<file path="config.mk">
export PLATFORM = sky130hd
export DESIGN_NAME = cmp_cascade_counter_flat
export DESIGN_NICKNAME = d
export VERILOG_FILES = /design/src/rtl/cmp_cascade_pkg.sv /design/src/rtl/cmp_cascade_counter_if.sv /design/src/rtl/cmp_counter_digit.sv /design/src/rtl/cmp_cascade_counter.sv /design/src/flat_wrapper.sv
export SDC_FILE = /design/constraint.sdc
export NUM_CORES = 1
export LEC_CHECK = 0
export BUFFER_PORTS_ARGS = -buffer_cell sky130_fd_sc_hd__buf_4
export CAP_MARGIN = 20
export CORE_MARGIN = 10
export CORE_UTILIZATION = 40
export DETAILED_ROUTE_END_ITERATION = 7
export PLACE_DENSITY = 0.68
export SKIP_LAST_GASP = 1
export SYNTH_ARGS = -nofsm -noshare
export SYNTH_HDL_FRONTEND = slang
export SYNTH_HIERARCHICAL = 1
export SYNTH_SLANG_ARGS = --single-unit
</file>
<file path="constraint.sdc">
create_clock -name CK -period 1.9 [get_ports CK]
set_input_delay 0 -clock CK [delete_from_list [all_inputs] [get_ports CK]]
set_output_delay 0 -clock CK [all_outputs]
set_load 0.1 [all_outputs]
</file>
<file path="src/rtl/cmp_cascade_pkg.sv">
// ---------------------------------------------------------------------------
// cmp_cascade_pkg
//
// Shared definitions for the cascaded digit counter / comparator.
//
// Contents:
//   cmp_mode_e   - encoding of the CMP_MODE bus field (EQ, GE, LE, OFF)
//   clamp_digit  - limits a raw digit value to the largest legal digit
//
// The package has no ports. The digit width is fixed only when a design
// instantiates the counter, so clamp_digit works on 32-bit unsigned values.
// The caller widens its digit on the way in and narrows the result on the
// way out.
// ---------------------------------------------------------------------------
package cmp_cascade_pkg;

  // Compare-mode encoding. The values match the two-bit CMP_MODE field.
  // MODE_OFF forces the compare result low.
  typedef enum logic [1:0] {
    MODE_EQ  = 2'b00,
    MODE_GE  = 2'b01,
    MODE_LE  = 2'b10,
    MODE_OFF = 2'b11
  } cmp_mode_e;

  // Returns d when it is a legal digit. Otherwise returns dmax.
  // A BCD counter (dmax = 9) that is loaded with 0xA..0xF therefore
  // lands on 9 and never enters an illegal code.
  function automatic int unsigned clamp_digit(input int unsigned d,
                                              input int unsigned dmax);
    return (d > dmax) ? dmax : d;
  endfunction

endpackage

</file>
<file path="src/rtl/cmp_cascade_counter_if.sv">
// ---------------------------------------------------------------------------
// cmp_cascade_counter_if
//
// Groups the control, compare and status signals of cmp_cascade_counter.
// The clock and reset stay outside the interface and are plain ports of
// the counter.
//
// Parameter:
//   W         packed count width (DIGIT_W * DIGITS of the counter)
//
// Signals (driven by the master, i.e. the pattern source):
//   EN        count enable
//   UP        1 = count up, 0 = count down
//   LD        parallel load
//   LD_VAL    load value, digit 0 in the low bits
//   CMP       compare value, same packing as LD_VAL
//   CMP_MODE  compare mode (see cmp_cascade_pkg::cmp_mode_e)
//   CLR_HIT   clears the sticky HIT flag
//
// Signals (driven by the slave, i.e. the counter):
//   Q         current count
//   Z         combinational compare result
//   TC        combinational terminal count
//   WRAP      registered wrap pulse
//   HIT       registered sticky compare flag
// ---------------------------------------------------------------------------
interface cmp_cascade_counter_if #(
  parameter int W = 16
);

  logic         EN;
  logic         UP;
  logic         LD;
  logic [W-1:0] LD_VAL;
  logic [W-1:0] CMP;
  logic [1:0]   CMP_MODE;
  logic         CLR_HIT;

  logic [W-1:0] Q;
  logic         Z;
  logic         TC;
  logic         WRAP;
  logic         HIT;

  // Stimulus side: drives the controls and observes the status.
  modport master (
    output EN, UP, LD, LD_VAL, CMP, CMP_MODE, CLR_HIT,
    input  Q, Z, TC, WRAP, HIT
  );

  // Counter side: consumes the controls and produces the status.
  modport slave (
    input  EN, UP, LD, LD_VAL, CMP, CMP_MODE, CLR_HIT,
    output Q, Z, TC, WRAP, HIT
  );

endinterface

</file>
<file path="src/rtl/cmp_counter_digit.sv">
// ---------------------------------------------------------------------------
// cmp_counter_digit
//
// One digit of the cascaded counter. The digit counts modulo DIGIT_MAX+1
// in either direction. It only moves when the enable is set and every
// lower digit sits at its terminal value, which the carry input signals.
//
// Parameters:
//   DIGIT_W    bits in the digit
//   DIGIT_MAX  largest digit value (must be < 2**DIGIT_W)
//
// Ports:
//   clk        clock, rising edge
//   rst_n      synchronous active-low reset
//   load       parallel load (wins over counting)
//   load_val   raw load value, clamped to DIGIT_MAX before it is stored
//   en         count enable
//   up         1 = count up, 0 = count down
//   carry_in   all lower digits are terminal (tie high for digit 0)
//   value      current digit value
//   term       digit is terminal for the current direction
//              (== DIGIT_MAX when counting up, == 0 when counting down)
// ---------------------------------------------------------------------------
module cmp_counter_digit
  import cmp_cascade_pkg::*;
#(
  parameter int          DIGIT_W   = 4,
  parameter int unsigned DIGIT_MAX = (1 << DIGIT_W) - 1
) (
  input  logic               clk,
  input  logic               rst_n,
  input  logic               load,
  input  logic [DIGIT_W-1:0] load_val,
  input  logic               en,
  input  logic               up,
  input  logic               carry_in,
  output logic [DIGIT_W-1:0] value,
  output logic               term
);

  localparam logic [DIGIT_W-1:0] MAX_D = DIGIT_W'(DIGIT_MAX);

  logic               at_max;
  logic               at_zero;
  logic [DIGIT_W-1:0] load_digit;

  // The end-of-range detectors are shared between the roll-over logic
  // and the terminal flag. The terminal flag picks whichever end matches
  // the current direction, because that end makes the next digit up
  // move on this edge.
  always_comb begin
    at_max     = (value == MAX_D);
    at_zero    = (value == '0);
    term       = up ? at_max : at_zero;
    load_digit = DIGIT_W'(clamp_digit(32'(load_val), DIGIT_MAX));
  end

  // The digit register resolves reset first, then load, then counting.
  // When counting, the digit rolls over at either end so that it stays
  // inside 0..DIGIT_MAX. The digit holds whenever the carry input is low.
  always_ff @(posedge clk) begin
    if (!rst_n) begin
      value <= '0;
    end else if (load) begin
      value <= load_digit;
    end else if (en && carry_in) begin
      if (up) begin
        value <= at_max ? '0 : value + DIGIT_W'(1);
      end else begin
        value <= at_zero ? MAX_D : value - DIGIT_W'(1);
      end
    end
  end

endmodule

</file>
<file path="src/rtl/cmp_cascade_counter.sv">
// ---------------------------------------------------------------------------
// cmp_cascade_counter
//
// Cascaded digit counter with a programmable comparator. DIGITS copies of
// cmp_counter_digit are chained so that each digit advances only when all
// lower digits are terminal. This gives a binary counter (DIGIT_MAX =
// 2**DIGIT_W-1) or a BCD counter (DIGIT_MAX = 9) from the same code.
//
// Parameters:
//   DIGIT_W    bits per digit
//   DIGITS     number of cascaded digits, W = DIGIT_W*DIGITS
//   DIGIT_MAX  largest digit value (must be < 2**DIGIT_W)
//
// Ports:
//   CK         clock, rising edge
//   RSTN       synchronous active-low reset
//   bus        cmp_cascade_counter_if slave modport:
//                EN, UP, LD, LD_VAL, CMP, CMP_MODE, CLR_HIT in
//                Q, Z, TC, WRAP, HIT out
// ---------------------------------------------------------------------------
module cmp_cascade_counter
  import cmp_cascade_pkg::*;
#(
  parameter int          DIGIT_W   = 4,
  parameter int          DIGITS    = 4,
  parameter int unsigned DIGIT_MAX = (1 << DIGIT_W) - 1
) (
  input logic                  CK,
  input logic                  RSTN,
  cmp_cascade_counter_if.slave bus
);

  localparam int W = DIGIT_W * DIGITS;

  logic [W-1:0]    q;
  logic [DIGITS-1:0] term;
  // carry[k] is high when every digit below k is terminal.
  // carry[DIGITS] therefore means that the whole counter is terminal.
  logic [DIGITS:0] carry;
  logic            tc;
  logic            z;
  logic            wrap_q;
  logic            hit_q;

  assign carry[0] = 1'b1;

  // Build the digit chain. Every digit sees the same load/enable/direction.
  // Only the carry input differs between digits. Each carry input ANDs
  // the terminal flags of all lower digits, so the chain ripples from
  // digit 0 upwards.
  for (genvar k = 0; k < DIGITS; k++) begin : g_digit
    cmp_counter_digit #(
      .DIGIT_W   (DIGIT_W),
      .DIGIT_MAX (DIGIT_MAX)
    ) u_digit (
      .clk      (CK),
      .rst_n    (RSTN),
      .load     (bus.LD),
      .load_val (bus.LD_VAL[k*DIGIT_W +: DIGIT_W]),
      .en       (bus.EN),
      .up       (bus.UP),
      .carry_in (carry[k]),
      .value    (q[k*DIGIT_W +: DIGIT_W]),
      .term     (term[k])
    );

    assign carry[k+1] = carry[k] & term[k];
  end

  // TC means that the next enabled edge will wrap the whole counter.
  // It is gated by EN, so a stalled counter never reports a terminal count.
  always_comb begin
    tc = bus.EN & carry[DIGITS];
  end

  // The comparator works on the packed value. The most significant digit
  // sits in the top bits, so a plain unsigned compare orders BCD and
  // binary counts correctly. Out-of-range CMP digits are compared as raw
  // bits and are not clamped.
  always_comb begin
    z = 1'b0;
    case (cmp_mode_e'(bus.CMP_MODE))
      MODE_EQ:  z = (q == bus.CMP);
      MODE_GE:  z = (q >= bus.CMP);
      MODE_LE:  z = (q <= bus.CMP);
      MODE_OFF: z = 1'b0;
      default:  z = 1'b0;
    endcase
  end

  // WRAP marks the cycle in which Q holds a freshly wrapped value. It is
  // set only by a real count step taken from the terminal value. A load
  // overrides counting on its edge, so a load cycle never produces WRAP,
  // even when TC was high. HIT is sticky. A compare match on this edge
  // beats a clear request, so no match is lost when the two arrive on
  // the same edge.
  always_ff @(posedge CK) begin
    if (!RSTN) begin
      wrap_q <= 1'b0;
      hit_q  <= 1'b0;
    end else begin
      wrap_q <= tc & ~bus.LD;
      if (z) begin
        hit_q <= 1'b1;
      end else if (bus.CLR_HIT) begin
        hit_q <= 1'b0;
      end
    end
  end

  // Drive the status signals back onto the bus.
  always_comb begin
    bus.Q    = q;
    bus.Z    = z;
    bus.TC   = tc;
    bus.WRAP = wrap_q;
    bus.HIT  = hit_q;
  end

endmodule

</file>
<file path="src/flat_wrapper.sv">
// flat-port wrapper written by rule: the top's interface ports become plain ports
module cmp_cascade_counter_flat import cmp_cascade_pkg::*;
#(
  parameter int          DIGIT_W   = 4,
  parameter int          DIGITS    = 4,
  parameter int unsigned DIGIT_MAX = (1 << DIGIT_W) - 1
)
  (CK, RSTN, bus_EN, bus_UP, bus_LD, bus_LD_VAL, bus_CMP, bus_CMP_MODE, bus_CLR_HIT, bus_Q, bus_Z, bus_TC, bus_WRAP, bus_HIT);
  cmp_cascade_counter_if #(.W((16))) bus_i ();
  input logic CK;
  input logic RSTN;
  input wire logic [$bits(bus_i.EN)-1:0] bus_EN;
  input wire logic [$bits(bus_i.UP)-1:0] bus_UP;
  input wire logic [$bits(bus_i.LD)-1:0] bus_LD;
  input wire logic [$bits(bus_i.LD_VAL)-1:0] bus_LD_VAL;
  input wire logic [$bits(bus_i.CMP)-1:0] bus_CMP;
  input wire logic [$bits(bus_i.CMP_MODE)-1:0] bus_CMP_MODE;
  input wire logic [$bits(bus_i.CLR_HIT)-1:0] bus_CLR_HIT;
  output wire logic [$bits(bus_i.Q)-1:0] bus_Q;
  output wire logic [$bits(bus_i.Z)-1:0] bus_Z;
  output wire logic [$bits(bus_i.TC)-1:0] bus_TC;
  output wire logic [$bits(bus_i.WRAP)-1:0] bus_WRAP;
  output wire logic [$bits(bus_i.HIT)-1:0] bus_HIT;
  assign bus_i.EN = bus_EN;
  assign bus_i.UP = bus_UP;
  assign bus_i.LD = bus_LD;
  assign bus_i.LD_VAL = bus_LD_VAL;
  assign bus_i.CMP = bus_CMP;
  assign bus_i.CMP_MODE = bus_CMP_MODE;
  assign bus_i.CLR_HIT = bus_CLR_HIT;
  assign bus_Q = bus_i.Q;
  assign bus_Z = bus_i.Z;
  assign bus_TC = bus_i.TC;
  assign bus_WRAP = bus_i.WRAP;
  assign bus_HIT = bus_i.HIT;
  cmp_cascade_counter #(.DIGIT_W(DIGIT_W), .DIGITS(DIGITS), .DIGIT_MAX(DIGIT_MAX)) u_core (.CK(CK), .RSTN(RSTN), .bus(bus_i));
endmodule
</file>
# --- Yosys cells after proc, flatten, opt, wreduce, memory -nomap -nowiden ---
# Index checks and enable logic that the tools add are counted.
# W data, S select, Z words.
word_totals:
  out_inout_bits: 20
  reg_bits: 18
op_classes:
  magnitude_cmp: 2
  reduce_logical: 13
  n_addsub: 8
  n_eq_ne: 8
  n_bitwise: 6
  muxes: 27
ops:
  columns: ["op", "n"]
  rows:
  - ["$mux W4", 20]
  - ["$add A4 B1 Y4 const B", 4]
  - ["$eq A16 B16 Y1", 1]
  - ["$eq A4 B4 Y1 const B", 4]
  - ["$ge A16 B16 Y1", 1]
  - ["$le A16 B16 Y1", 1]
  - ["$logic_not A4 Y1", 4]
  - ["$sub A4 B1 Y4 const B", 4]
  - ["$reduce_bool A2 Y1", 5]
  - ["$mux W1", 6]
  - ["$and A1 B1 Y1", 5]
  - ["$eq A2 B2 Y1 const B", 2]
  - ["$pmux W1 S4", 1]
  - ["$logic_and A1 B1 Y1", 3]
  - ["$eq A2 B1 Y1 const B", 1]
  - ["$logic_not A2 Y1", 1]
  - ["$not A1 Y1", 1]

# --- Longest topological paths before layout ---
# Gate-level depths: netlist of run 1.
depth:
  word_depth: 7
  ltp_mapped: 10

# --- Hierarchy ---
# Netlist of run 1, hierarchy kept.
modules_own_cells:
  columns: ["module", "instances", "seq_area_each_um2", "cells_per_inst", "area_each_um2"]
  rows:
  - ["cmp_counter_digit", 4, 80.1, 45, 325.3]
  - ["cmp_cascade_counter", 1, 40.0, 76, 565.5]

# --- Least setup slack after synthesis of run 1 ---
# Ideal clock, no wire load.
synth_path:
  kind: "register to register"
  start: "register u_core.g_digit[0].u_digit.value[0]"
  end: "register u_core.wrap_q, in the netlist u_core/bus.WRAP"
  setup_slack_ns: -1.175
  setup_ns: 0.080
  arrival_ns: 2.995
  path_stages_with_launch: 9
  cell_sequence: "dfxtp_1 clkbuf_1 inv_1 ha_1 or3b_1 o22ai_1 and3_1 and3_1 nor3b_1"
synth_via:
  elab_chain_len: 7
  word_cells_on_any_way: 8
  cone_classes: "1 x eq/ne; 1 x mux; 5 x bitwise; 1 x reduce/logical"
synth_rtl:
  columns: ["item", "line_no", "rtl"]
  rows:
  - ["start: declaration", "cmp_counter_digit.sv:37", "output logic [DIGIT_W-1:0] value,"]
  - ["start signal: assignment", "cmp_counter_digit.sv:65", "value <= load_digit;"]
  - ["start signal: assignment", "cmp_counter_digit.sv:68", "value <= at_max ? '0 : value + DIGIT_W'(1);"]
  - ["start signal: assignment", "cmp_counter_digit.sv:70", "value <= at_zero ? MAX_D : value - DIGIT_W'(1);"]
  - ["$eq A4 B4 Y1 or $logic_not A4 Y1 (tied branches)", "cmp_counter_digit.sv:52, cmp_counter_digit.sv:53", null]
  - ["$mux W1 *", "cmp_counter_digit.sv:54", "term = up ? at_max : at_zero;"]
  - ["via u_core.carry[1]", "cmp_cascade_counter.sv:39", "logic [DIGITS:0] carry;"]
  - ["$and A1 B1 Y1 * (2 in a row)", "cmp_cascade_counter.sv:67", "assign carry[k+1] = carry[k] & term[k];"]
  - ["via u_core.carry[3]", "cmp_cascade_counter.sv:39", null]
  - ["$and A1 B1 Y1 *", "cmp_cascade_counter.sv:67", null]
  - ["$and A1 B1 Y1 *", "cmp_cascade_counter.sv:73", "tc = bus.EN & carry[DIGITS];"]
  - ["via bus_TC", "flat_wrapper.sv:21", "output wire logic [$bits(bus_i.TC)-1:0] bus_TC;"]
  - ["$and A1 B1 Y1 *", "cmp_cascade_counter.sv:102", "wrap_q <= tc & ~bus.LD;"]
  - ["end signal: assignment", "cmp_cascade_counter.sv:102", null]
  - ["end: declaration", "cmp_cascade_counter.sv:42", "logic wrap_q;"]
# The timed path passes the listed nets; every way through them passes the cells marked *.
# A chain may end at the register's enable or synchronous reset.

# --- Worst setup path in the final report of run 1 ---
layout_path:
  start: "register u_core.g_digit[0].u_digit.value[1]"
  end: "output bus_Z"
layout_via:
  elab_chain_len: 2
  word_cells_on_any_way: 4
  cone_classes: "2 x order compare; 1 x eq/ne; 1 x mux"
layout_rtl:
  columns: ["item", "line_no", "rtl"]
  rows:
  - ["$le A16 B16 Y1, or another cell as far along", "cmp_cascade_counter.sv:85", "MODE_LE: z = (q <= bus.CMP);"]
  - ["$pmux W1 S4 *", "cmp_cascade_counter.sv:82", "case (cmp_mode_e'(bus.CMP_MODE))"]
  - ["end: declaration", "flat_wrapper.sv:20", "output wire logic [$bits(bus_i.Z)-1:0] bus_Z;"]
# Mark *: on every way between the ends. The rest lies on a longest branch, timed or not.

==> results of run 1 <==
==> registers in the layout, summed over array words and instances, names as in the netlist <==
register and cells:
u_core/bus.WRAP 1, u_core/g_digit.u_digit/value 16, u_core/bus.HIT 1
==> power groups by stage <==
stage	Sequential, mW	Combinational, mW	Clock [mW]
finish	0.421	0.789	0.285
global route	0.425	0.851	0.318
CTS	0.422	0.753	0.294
detailed placement	0.429	0.721	0
global placement	0.428	0.712	0
floorplan	0.627	0.281	0
==> worst register-to-register path, cell delays in order, from the launching register on <==
cell and delay (ns):
dfxtp_4 0.36, ha_4 0.26, nor2b_1 0.13, o211ai_1 0.09
a2111o_1 0.42, buf_6 0.14, buf_4 0.13, a311oi_2 0.25
nand3b_1 0.13
==> metal layers <==
layer	vias to the layer above	GRT usage, %
li1	1119	-
met1	963	19.33
met2	60	28.27
met3	2	3.125
met4	0	3.084
met5	-	0
==> cells by family after synthesis <==
family / count (synthesis)
XOR/XNOR: 8
AND/OR/NAND/NOR: 83
buffers and inverters: 34
AO/OA/AOI/OAI: 84
flip-flops: 18
adder cells (fa/ha/maj): 24
other: 1
multiplexers: 4
==> cells in the final DEF (no fill, tap or decap), types with 3 or more instances in the layout <==
cell / n
buf_4: 88
nand2_1: 28
a21oi_1: 27
inv_1: 24
dfxtp_4: 16
o21ai_0: 14
ha_4: 13
ha_1: 11
nor2_1: 9
xnor2_1: 8
nand4_1: 6
a31oi_1: 6
nand3_1: 5
and2_1: 5
dlygate4sd3_1: 4
buf_6: 4
a21oi_2: 4
o21ai_1: 4
or3b_4: 4
inv_2: 4
mux2i_1: 4
nor3_1: 4
o31ai_1: 4
nand2b_1: 4
o21bai_1: 4
o31a_2: 4
and3_2: 4
o221ai_1: 4
a22o_1: 4
clkbuf_8: 3
nand2_4: 3
==> repair_timing <==
action,in CTS,in global routing
hold buffers,4,0
hold endpoints to repair,4,0
buffers inserted,3,5
gates resized for setup,16,21
pin swaps,10,14
endpoints found under the setup margin,12,14
==> path summary, 6_finish.rpt <==
kind,startpoint,end,slack [ns],cells past startpoint
hold / removal,bus_LD_VAL[2],u_core/g_digit[0].u_digit/value[2],0.02,3
setup / recovery,u_core/g_digit[0].u_digit/value[1],bus_Z,-0.29,7
setup reg to reg,u_core/g_digit[0].u_digit/value[1],u_core/bus.HIT,-0.05,8
hold reg to reg,u_core/bus.HIT,u_core/bus.HIT,0.51,2
==> stage by stage <==
step	worst slack [ns]	area (um2)	TNS, ns	instances	hold WS (ns)
after global routing	-0.3909	3088	-1.391	407	0.04158
final	-0.2884	3088	-0.5679	407	0.02072
after CTS	-0.2604	2983	-0.4707	402	0.01988
after detailed placement	-0.07474	2798	-0.3245	391	0.2339
after global placement	-0.05693	2798	-0.1686	391	0.2331
after floorplan	-0.2509	2132	-1.327	257	0.06951
==> final cells by class <==
cell class	count	area (um2)
Multi-Input combinational cell	205	1654
Fill cell	368	1356
Timing Repair Buffer	98	785.8
Sequential cell	18	420.4
Inverter	30	117.6
Tap cell	52	65.06
Clock buffer	3	41.29
Clock inverter	1	3.754
==> results by group, run 1 <==
Outcome
  • Status: complete, but fails checks
  • Failing checks: negative setup slack

Yosys
  • Predominant post-synthesis flop cell: dfxtp_1
  • Simple logic cell fraction of the synthesized area: 23.39%
  • Register area share after synthesis: 19.30%
  • Post-synthesis mux area share: 2.145%
  • Mean area per synthesized cell: 7.292 um2
  • Largest area contributor in the netlist: dfxtp_1
  • Synth Warn #: 6
  • Count of cell types in the netlist: 37
  • EDFF count, synth: 0
  • Adder-Cell Fraction of Synth Area: 16.09%
  • Synth async-reset ratio: 0%
  • Mapped Cells: 256
  • Post-synthesis xor/xnor area fraction: 3.753%
  • Commonest cells in the netlist: a21oi_1, nand2_1, inv_1, ha_1
  • Compound-gate portion of the synthesized area: 28.28%
  • Largest family of logic cells by synthesized area: compound AO/OA/AOI/OAI gates
  • Synth Cell Area: 0.001867 mm2
  • Synth top area share: 19.30%
  • #FFs+latches synth: 18
  • Synth top area cells: dfxtp_1, ha_1, a21oi_1

Critical path
  • Slowest-stage cell, CP: a2111o_1
  • CP required: 1.90 ns
  • Critical path class: register to output port
  • Max stage delay on crit path: 0.42 ns
  • Cell Chain, Critical Path: ha_4 -> nor2b_1 -> o211ai_1 -> a2111o_1 -> nand4_1 -> or3b_4 -> buf_12
  • Startpoint Class: register
  • Worst path top cell family by delay: simple AND/OR/NAND/NOR gates
  • Buf/Inv on CP: 1
  • Endpoint type of the worst setup path: output port
  • Critical Path AT: 2.19 ns
  • Worst Path Max Fanout: 3

Routing
  • Detailed-route vias per instance: 5.268
  • Vias: 2144
  • Drt wl/cell: 15.54 um
  • Routed WL: 6326 um
  • WL met3: 357 um
  • Residual DRC: 0
  • Metal-1 WL: 2777 um
  • DR WL met2: 3172 um
  • DR pass1 iterations: 4
  • DRT iter0 DRCs: 110
  • Top Metal Used: met4
  • Final ANT Viol Nets: 0

Clock network
  • Clock buffer depth: 2
  • Clock Latency Late Sink: 0.26 ns
  • CTS Buf Count: 3
  • CTS tree: yes
  • Clock sinks: 18
  • CTS H-tree lvls: 1
  • Clk root buf: clkbuf_8
  • Reg clk slew, reported paths: 0.08 ns

Final layout
  • Antenna cells: 0
  • Final core occ: 69.48%
  • Area Growth Syn to Fin: 65.42%
  • Layout cells sized above 1: 46.20%
  • Final nets: 420

Power and ir drop
  • Pwr/cell area: 484.5 mW/mm2
  • Flop pwr share: 28.2%
  • Sw Share: 42.19%
  • Largest vdd supply drop: 0.0002551 V
  • Sw Pwr: 0.6313 mW
  • Clock Power Share: 19.1%
  • Comb power frac: 52.8%
  • Final Power: 1.496 mW
  • P_int: 0.8650 mW
  • Leakage: 1.394 nW

Run
  • MaxCap Viol Count: 0

Floorplanning
  • Chip width: 88.32 um
  • Die Ht: 88.32 um
  • Num rows: 24
  • Core Area: 0.004444 mm2
  • Initial core utilization: 42.00%
  • I/O Pins: 60
  • Die ar.: 0.007800 mm2

Timing
  • Fmax: 457.0 MHz
  • Final setup viols: 5
  • Setup WS post-layout: -0.2884 ns
  • Fin. Hold Viols: 0
  • Crit path time final: 2.188 ns
  • Clock Skews: 0.008252 ns
  • Period utilisation layout: 115.2%
  • RSZ-0062 raised after global routing: yes
  • Max-slew violations: 0

Hold path
  • Min-Delay Path Class: primary input to register

Global route
  • First-pass GRT wire length: 10180 um
  • Initial antenna violation count: 0
  • Largest net degree at the start of global routing: 26
  • Overall Global Routing Usage: 15.88%
  • Vias in the first global route: 2180
  • GR Overflow Total: 0

Placement
  • Post-DP HPWL: 4810 um
  • GP Congestion: 0.8216
  • IO Port Bufs: 59
(Power assumes the default switching activity.)
==> run 2, diff against run 1 <==
--- a/config.mk
+++ b/config.mk
@@ -15,4 +15,4 @@
 export SYNTH_ARGS = -nofsm -noshare
 export SYNTH_HDL_FRONTEND = slang
-export SYNTH_HIERARCHICAL = 1
 export SYNTH_SLANG_ARGS = --single-unit
+export TNS_END_PERCENT = 20
==> constraint.sdc (replaced) <==
create_clock -name CK -period 1.9 [get_ports CK]
set_input_delay 0 -clock CK [delete_from_list [all_inputs] [get_ports CK]]
set_output_delay 0 -clock CK [all_outputs]
set_load 0.05 [all_outputs]
==> results by group, run 2 <==
Floorplanning
  • I/O Pins: 60 (unchanged)
  • Initial core utilization: 42.25% (+0.25 points)
  • Chip width: 88.75 um (+0.49%)
  • Num rows: 24 (unchanged)
  • Die Ht: 88.75 um (+0.49%)
  • Core Area: 0.004474 mm2 (+0.68%)
  • Die ar.: 0.007877 mm2 (+0.99%)

Timing
  • Setup WS post-layout: -0.1776 ns (+0.1108 ns)
  • Final setup viols: 10 (+5)
  • Fin. Hold Viols: 0 (unchanged)
  • Setup TNS: -0.6634 ns (-0.09550 ns)
  • Crit path time final: 2.078 ns (-0.1108 ns)
  • Slew of the pin with the lowest slew margin: 0.3683 ns
  • Clock Skews: 0.001980 ns (-0.006273 ns)
  • RSZ-0062 raised after global routing: yes
  • Slew headroom: 75.19%
  • Max-slew violations: 0 (unchanged)
  • Hold slack: 0.009886 ns (-0.01083 ns)
  • Fmax: 481.3 MHz (+5.3%)
  • Period utilisation layout: 109.3% (-5.8 points)

Clock network
  • Clk root buf: clkbuf_8
  • Clock sinks: 18 (unchanged)
  • CTS Buf Count: 3 (unchanged)
  • Reg clk slew, reported paths: 0.07 ns (about the same)
  • CTS H-tree lvls: 1 (unchanged)
  • CTS tree: yes
  • Clock buffer depth: 2 (unchanged)
  • Clock Latency Late Sink: 0.26 ns (about the same)

Final layout
  • Cell area after layout: 0.002965 mm2 (-4.0%)
  • Fill count: 370 (+0.54%)
  • Most frequent cells in the layout: buf_4, inv_1, a21oi_1
  • Final core occ: 66.28% (-3.2 points)
  • Non-Filler Instances: 387 (-4.9%)
  • Multi-input logic area: 0.001562 mm2 (-5.6%)
  • Top reg by flops: u_core.g_digit.u_digit.value
  • Max reg flops: 16 (unchanged)
  • Most common cell after layout, fill and taps aside: buf_4
  • Layout cells sized above 1: 43.58% (-2.6 points)
  • Area Growth Syn to Fin: 56.85%
  • Final nets: 400 (-4.8%)
  • Antenna cells: 0 (unchanged)
  • Register area: 405.4 um2 (-3.6%)

Yosys
  • Largest area contributor in the netlist: dfxtp_1
  • Mapped Cells: 244 (-4.7%)
  • #FFs+latches synth: 18 (unchanged)
  • Count leader, synth: inv_1
  • Post-synthesis xor/xnor area fraction: 3.706% (-0.047 points)
  • Count of cell types in the netlist: 52 (+41%)
  • Synth async-reset ratio: 0% (unchanged)
  • Compound-gate portion of the synthesized area: 27.60% (-0.69 points)
  • Mean area per synthesized cell: 7.748 um2 (+6.3%)
  • Synth Cell Area: 0.001891 mm2 (+1.3%)
  • Register area share after synthesis: 19.06% (-0.24 points)
  • EDFF count, synth: 0 (unchanged)
  • Adder-Cell Fraction of Synth Area: 15.88% (-0.20 points)
  • Synth Warn #: 0 (-6)
  • Synth top area cells: dfxtp_1, ha_1, a21oi_1
  • Largest family of logic cells by synthesized area: compound AO/OA/AOI/OAI gates
  • Syn_nets: 308
  • Synth top area share: 19.06% (-0.24 points)
  • Post-synthesis mux area share: 5.890% (+3.7 points)
  • Predominant post-synthesis flop cell: dfxtp_1
  • Simple logic cell fraction of the synthesized area: 19.13% (-4.3 points)
  • Commonest cells in the netlist: inv_1, ha_1, a21oi_1, dfxtp_1, o21ai_0

Placement
  • Post-DP HPWL: 4428 um (-7.9%)
  • GP Congestion: 0.8327 (+1.4%)
  • Area after DPL: 0.002586 mm2 (-7.6%)
  • Dpl cells: 365 (-6.6%)
  • IO Port Bufs: 59 (unchanged)
  • Dpl ws: -0.02454 ns (+0.05020 ns)

Routing
  • Drt wl/cell: 15.44 um (-0.68%)
  • Detailed-route vias per instance: 5.429 (+3.1%)
  • DR pass1 iterations: 4 (unchanged)
  • Final ANT Viol Nets: 0 (unchanged)
  • Residual DRC: 0 (unchanged)
  • Vias: 2101 (-2.0%)
  • DRT iter0 DRCs: 111 (+0.91%)
  • Routed WL: 5974 um (-5.6%)

Power and ir drop
  • Largest vdd supply drop: 0.0003656 V (+43%)
  • Leakage: 1.343 nW (-3.6%)
  • Final Power: 1.407 mW (-6.0%)
  • Pwr/cell area: 474.4 mW/mm2 (-2.1%)

Critical path
  • Slowest-stage cell, CP: a2111oi_4
  • CP required: 2.08 ns (+0.18 ns)
  • Cell Chain, Critical Path: ha_1 -> nor2b_1 -> o211ai_1 -> buf_4 -> a2111oi_4 -> nor3_2 -> buf_4 -> buf_4 -> a41oi_1
  • Critical Path AT: 2.26 ns (+0.07 ns)
  • Worst R2R Setup Slack: -0.18 ns (-0.13 ns)
  • Endpoint type of the worst setup path: register
  • Most common cell on crit path: buf_4
  • Critical path class: register to register
  • Startpoint Class: register
  • Worst Path Max Fanout: 4 (+1)
  • Max stage delay on crit path: 0.37 ns (-0.05 ns)

Global route
  • Met2 Use GR: 24.47% (-3.8 points)
  • Initial antenna violation count: 0 (unchanged)
  • GR Overflow Total: 0 (unchanged)
  • GRT met3 Usage: 4.044% (+0.92 points)
  • M1 GR Usage: 19.55% (+0.22 points)
  • Largest net degree at the start of global routing: 25 (-3.8%)
  • First-pass GRT wire length: 9867 um (-3.0%)
  • Overall Global Routing Usage: 15.40% (-0.48 points)
  • Vias in the first global route: 2128 (-2.4%)
  • Busiest grt layer: met2

Hold path
  • Min-Delay Path Class: primary input to register

Outcome
  • Status: complete, but fails checks
  • Failing checks: negative setup slack

Run
  • MaxCap Viol Count: 0 (unchanged)
[run 2: cell count changes after synthesis, moves of 5 or more]
cell	delta
nand2_1	-17
o211a_1	+5
and2_1	-6
a21oi_1	-8
o211ai_1	+7
[run 2: final timing paths]
check | startpoint | to | cells after the start
max reg2reg | u_core.g_digit[0].u_digit.value[1] | u_core.bus.HIT | 9
min | bus_LD_VAL[3] | u_core.g_digit[0].u_digit.value[3] | 3
min reg2reg | u_core.bus.HIT | u_core.bus.HIT | 2
max | u_core.g_digit[0].u_digit.value[1] | u_core.bus.HIT | 9
[run 2: power breakdown]
part / switching [mW] / internal [mW] / leakage (nW)
clock network: 0.135 / 0.144 / 0.0231
logic: 0.369 / 0.321 / 1.16
registers: 0.0330 / 0.404 / 0.157
total: 0.538 / 0.869 / 1.34
[run 2: area by class of cell]
class	instances	area share (%)
inverters	29	3.755
clock buffers	3	1.392
well taps	52	2.194
clock inverters	1	0.1266
multi-input cells	185	52.66
flip-flops and latches	18	13.67
repair buffers	99	26.20
[run 2: cell families (layout without fill, tap and decap cells)]
logic type                 after synthesis  after routing
DFF                                     18             18
adders and majority gates               24             24
xor gates and xnor gates                 8              8
AOI/OAI and AO/OA                       79             79
and+or+nand+nor                         65             65
muxes                                    9              9
buffers and inverters                   41            132
[run 2: repair_timing]
| item | 4_1_cts | 5_1_grt |
|---|---|---|
| setup endpoints to repair | 4 | 16 |
| pin swaps | 11 | 5 |
| endpoints found under the hold margin | 9 | 0 |
| hold buffers | 9 | 0 |
| setup buffers | 5 | 4 |
| resized for setup | 22 | 6 |
[run 2: per-layer routing]
metal | wire (um) | vias to the layer above
li1 | - | 1072
met1 | 2716 | 951
met4 | 61 | 0
met2 | 2721 | 72
met3 | 474 | 6
met5 | 0 | -
[run 2: critical path: cells and delay by family (launching register included)]
kind / cells / cell delay, ns
buf+inv: 3 / 0.43
flops: 1 / 0.36
simple gates: 2 / 0.23
fa+ha+maj: 1 / 0.29
compound gates: 3 / 0.68
